==> config.mk <==
export PLATFORM = sky130hd
export DESIGN_NAME = serial_deserializer
export DESIGN_NICKNAME = d
export VERILOG_FILES = /design/src/rtl/serial_deserializer.sv
export SDC_FILE = /design/constraint.sdc
export NUM_CORES = 1
export LEC_CHECK = 0
export CAP_MARGIN = 40
export CORE_UTILIZATION = 53
export DETAILED_ROUTE_END_ITERATION = 10
export PLACE_DENSITY_LB_ADDON = 0.12
export SYNTH_ARGS = -nofsm -noshare
export SYNTH_HDL_FRONTEND = slang
export SYNTH_SLANG_ARGS = --single-unit
==> constraint.sdc <==
create_clock -name clk -period 2.5 [get_ports clk]
set_clock_uncertainty 0.2 [all_clocks]
set_input_delay 0.5 -clock clk [delete_from_list [all_inputs] [get_ports clk]]
set_output_delay 0.5 -clock clk [all_outputs]
set_load 0.1 [all_outputs]
==> src/rtl/serial_deserializer.sv <==
// Sync-hunting serial receiver: finds SYNC_WORD, assembles WIDTH bits, offers them on valid/ready.
// Optional even-parity bit after the data when DESER_PARITY_EN is defined.
module serial_deserializer #(
   parameter int unsigned       WIDTH     = 32,
   parameter int unsigned       SYNC_W    = 8,
   parameter logic [SYNC_W-1:0] SYNC_WORD = 8'hA5
) (
   input  logic             clk,
   input  logic             rst_n,
   input  logic             clken,
   input  logic             SI,
   input  logic             m_ready,
   output logic [WIDTH-1:0] m_data,
   output logic             m_valid,
   output logic             locked,
   output logic             overrun
`ifdef DESER_PARITY_EN
   ,
   output logic             parity_err
`endif
);

   localparam int unsigned HcW = $clog2(SYNC_W + 1);
   localparam int unsigned BcW = $clog2(WIDTH);
   localparam logic [HcW-1:0] HuntSat = HcW'(SYNC_W);
   localparam logic [HcW-1:0] HuntMin = HcW'(SYNC_W - 1);
   localparam logic [BcW-1:0] LastBit = BcW'(WIDTH - 1);

`ifdef DESER_PARITY_EN
   typedef enum logic [1:0] {StHunt, StData, StPar} state_e;
`else
   typedef enum logic [1:0] {StHunt, StData} state_e;
`endif

   state_e             state_q;
   logic [SYNC_W-2:0]  win_q;
   logic [HcW-1:0]     hunt_cnt_q;
   logic [BcW-1:0]     bit_cnt_q;
   logic [WIDTH-2:0]   sh_q;
   logic [WIDTH-1:0]   m_data_q;
   logic               m_valid_q;
   logic               overrun_q;
`ifdef DESER_PARITY_EN
   logic [WIDTH-1:0]   pend_q;
   logic               parity_err_q;
`endif

   logic [SYNC_W-1:0]  win_next;
   logic [WIDTH-1:0]   word_next;
   logic               can_load;
   logic               sync_hit;

   // Only SYNC_W-1 history bits are kept; the incoming bit completes the window.
   assign win_next  = {win_q, SI};
   assign word_next = {sh_q, SI};
   assign can_load  = !m_valid_q || m_ready;
   assign sync_hit  = (hunt_cnt_q >= HuntMin) && (win_next == SYNC_WORD);

   always_ff @(posedge clk) begin
      if (!rst_n) begin
         state_q    <= StHunt;
         win_q      <= '0;
         hunt_cnt_q <= '0;
         bit_cnt_q  <= '0;
         sh_q       <= '0;
         m_data_q   <= '0;
         m_valid_q  <= 1'b0;
         overrun_q  <= 1'b0;
`ifdef DESER_PARITY_EN
         pend_q       <= '0;
         parity_err_q <= 1'b0;
`endif
      end else begin
         if (m_valid_q && m_ready) m_valid_q <= 1'b0;
`ifdef DESER_PARITY_EN
         parity_err_q <= 1'b0;
`endif
         if (clken) begin
            unique case (state_q)
               StHunt: begin
                  win_q <= win_next[SYNC_W-2:0];
                  if (hunt_cnt_q != HuntSat) hunt_cnt_q <= hunt_cnt_q + 1'b1;
                  if (sync_hit) begin
                     state_q   <= StData;
                     bit_cnt_q <= '0;
                  end
               end
               StData: begin
                  sh_q      <= word_next[WIDTH-2:0];
                  bit_cnt_q <= bit_cnt_q + 1'b1;
                  if (bit_cnt_q == LastBit) begin
`ifdef DESER_PARITY_EN
                     pend_q  <= word_next;
                     state_q <= StPar;
`else
                     state_q    <= StHunt;
                     win_q      <= '0;
                     hunt_cnt_q <= '0;
                     if (can_load) begin
                        m_data_q  <= word_next;
                        m_valid_q <= 1'b1;
                     end else begin
                        overrun_q <= 1'b1;
                     end
`endif
                  end
               end
`ifdef DESER_PARITY_EN
               StPar: begin
                  state_q    <= StHunt;
                  win_q      <= '0;
                  hunt_cnt_q <= '0;
                  // Bad parity drops the word without touching the holding register.
                  if (^{pend_q, SI}) begin
                     parity_err_q <= 1'b1;
                  end else if (can_load) begin
                     m_data_q  <= pend_q;
                     m_valid_q <= 1'b1;
                  end else begin
                     overrun_q <= 1'b1;
                  end
               end
`endif
               default: state_q <= StHunt;
            endcase
         end
      end
   end

   assign m_data  = m_data_q;
   assign m_valid = m_valid_q;
   assign locked  = (state_q != StHunt);
   assign overrun = overrun_q;
`ifdef DESER_PARITY_EN
   assign parity_err = parity_err_q;
`endif

endmodule
==> results.md <==
* CTS Hold Bufs at 0
* Htree depth at 3
* Tightest Pin Transition at 690 ps
* Number of global-route vias before repair at approximately 2.5k
* Clock latency of the later-clocked register in the worst-skew pair at between 300 and 400 ps
* Maximum operating frequency at 515 MHz
* Synth area leader: sky130_fd_sc_hd__dfxtp_1
* Post-synthesis cell count at slightly below 400
* Period utilization at 0.776
* Crit path DAT at between 1000 and 1500 ps
* Number of cells in the finished layout apart from fillers at about 500
* Initial drt markers at 143
* Count of inserted antenna diode cells at 0
* Final instance area at ~3800 sq um
* Post-synth EDFFs at 0
* Post-DR vias/cell at between 5 and 6
* Pin count of the biggest net entering global routing at 44
* Cell total after placement at around 480
* Area Overhead vs Synth at 17.4%
* Buf+Inv Stages, Crit Path at 1
* Critical Path Fanout Max at 12
* Primary flip-flop cell chosen by synthesis mapping: sky130_fd_sc_hd__dfxtp_1
* Height of the chip at around 80 um
* Largest stage delay on the critical path at between 500 and 600 ps
* Crit-path cells: buf_4
* Final count of hold timing violations at 0
* Synthesized net count at about 400
* Hold WC Path Type: reg2reg
* Total cell area at the placement stage at approximately 3500 sq um
* Crit path launch type: flop
* Max stage delay cell, worst path: sky130_fd_sc_hd__dfxtp_1
* Core area at between 5000 and 6000 sq um
* Ys async rst share at 0
* Total wirelength of the detailed-routed design at approximately 6800 um
* Min cycle time layout at approximately 1900 ps
* Most frequent cell after synthesis: sky130_fd_sc_hd__dfxtp_1
* Port Buf Inserts at 39
* PostCTS Resize Cnt at 0
* Buffers inserted by post-CTS timing repair at 0
* Required time at the endpoint of the critical path at 1800 ps
* Number of buffers on the longest clock path at 2
* Wire length of the first global-routing pass at about 12000 um
* Die Span X at 79.7 um
* Dpl hpwl at 4040 um
* Count of nets left with antenna violations after detail routing at 0
* Netlist area before placement at between 3000 and 4000 sq um
* Endpoint kind of the worst setup timing path: output port
* Post-CTS clock slew at the launch and capture registers of the worst setup and hold paths at approximately 90 ps
* I/O Pins at 40
* DR vias at about 2.7k
* Overall routing resource usage at 0.238
* Clock tree root driver cell: sky130_fd_sc_hd__clkbuf_8
* Critical path's top delay family: flip-flops
* Congestion Overflow GR at 0
* Global placement routability congestion at about 0.75
* Number of gates on the worst path with buffers counted at 1
* Tightest slew margin relative to the limit at 0.534
* Number of maximum-capacitance violations at 0
* Count of cells along the worst register-to-register path at 7
* CTS tree: done
* Status: completed
* Area share of the largest cell type after synthesis at 0.513
* Worst-case setup margin in the final layout at approximately 560 ps
* Sum Neg Setup Slack at 0 ps
* Number of fill cells in the layout at 487
* Count of cell types in the netlist at 31
* Ratio of total power to cell area at around 640 nW/um^2
* Post-synth top cells: sky130_fd_sc_hd__dfxtp_1, sky130_fd_sc_hd__a21oi_1, sky130_fd_sc_hd__nand2_1
* Sequential fraction of the synthesis area at 0.513
* Number of sinks driven by the clock tree at 82
* Cells on Worst Hold Path at 2
* Num CTS Buffers at 9
* Share of final-layout standard cells stronger than drive strength 1 at 0.159
* Worst slack after detailed placement at between 300 and 400 ps
* Setup repair after global routing missed its margin: false
* DR DRC count at 0
* Number of iterations in the first detailed-routing pass at 4
* Leading cell types by total area after synthesis: sky130_fd_sc_hd__dfxtp_1, sky130_fd_sc_hd__a21oi_1, sky130_fd_sc_hd__nand2_1
* Post-synthesis average cell area at ~8 sq um
* Critical path class: reg2out
* Hold slack final at around 270 ps
* Initial core utilization at 0.564
* Total of warnings raised by yosys at 0
* Routed wirelength normalized by instance count at 13.7 um
* Initial antenna violation count at 0
* Number of failing setup endpoints in the final timing report at 0
* VDD IR max at about 630 uV
* Register bit count reported by yosys at slightly above 80
* Final Net Count at around 430
* Static power due to leakage at roughly 1.4 nW
* Die outline area at approximately 6400 sq um
* Number of core rows at 27
* Count of pins over their slew limit at 0
==> final timing paths <==
check,start,endpoint,slack [ps]
setup reg to reg,bit_cnt_q[0]$_SDFFE_PN0P_,hunt_cnt_q[2]$_SDFFE_PN0P_,580
hold reg to reg,sh_q[14]$_SDFFE_PN0P_,sh_q[15]$_SDFFE_PN0P_,270
setup / recovery,state_q[0]$_SDFFE_PN0P_,locked,560
hold / removal,sh_q[14]$_SDFFE_PN0P_,sh_q[15]$_SDFFE_PN0P_,270
==> layer usage <==
metal / GRT usage / up-vias / wire length [um]
met5: 0 / - / 0
met4: 0.0782 / 0 / 86
met3: 0.0846 / 8 / 346
met2: 0.387 / 59 / 3210
met1: 0.290 / 1256 / 3120
li1: - / 1401 / -
==> layout make-up <==
cell class,instances,area (sq um),share of cell area
clock inverters,7,92.6,0.0247
well taps,72,90.1,0.0240
inverters,5,18.8,0.00500
repair buffers,51,418,0.111
multi-input cells,267,1370,0.365
flip-flops and latches,82,1640,0.437
clock buffers,9,124,0.0330
==> metrics by stage <==
| step | power, mW | utilization |
|---|---|---|
| 2_1_floorplan | 1.38 | - |
| 5_1_grt | 2.50 | 0.662 |
| 3_3_place_gp | 1.40 | 0.623 |
| 3_5_place_dp | 1.40 | 0.623 |
| 4_1_cts | 2.44 | 0.662 |
| 6_report | 2.41 | 0.662 |
==> cells by family (layout without fill, tap and decap cells) <==
family | Yosys count | count (layout) | share of synthesized area
AO/OA/AOI/OAI | 125 | 125 | 0.202
multiplexers | 2 | 2 | 0.00626
buffers and inverters | 39 | 72 | 0.0594
AND/OR/NAND/NOR | 136 | 136 | 0.204
flip-flops | 82 | 82 | 0.513
adder cells (fa/ha/maj) | 4 | 4 | 0.0156
==> placed cells by master, fill, tap and decap left out, drive strengths merged, types with 4 or more instances in the layout <==
master / netlist / routed
clkinv: 0 / 4
inv: 5 / 6
dfxtp: 82 / 82
nand2: 70 / 70
ha: 4 / 4
buf: 19 / 47
nand3: 43 / 43
nor2b: 5 / 5
o21ai: 43 / 43
clkbuf: 15 / 9
a21oi: 75 / 75
clkdlybuf4s50: 0 / 4
==> sequential cells by signal (all words and copies together), names as in the netlist <==
register / cells
hunt_cnt_q: 4
state_q: 1
m_data: 32
sh_q: 31
win_q: 7
m_valid: 1
bit_cnt_q: 5
overrun: 1
==> power by group <==
group | switching (mW) | total [mW] | internal, mW | leakage (nW)
sequential | 0.00434 | 1.31 | 1.31 | 0.661
combinational | 0.0353 | 0.0533 | 0.0180 | 0.583
clock | 0.485 | 1.05 | 0.562 | 0.113
total | 0.524 | 2.41 | 1.89 | 1.36
No activity file was read; power rests on OpenSTA's default activity.
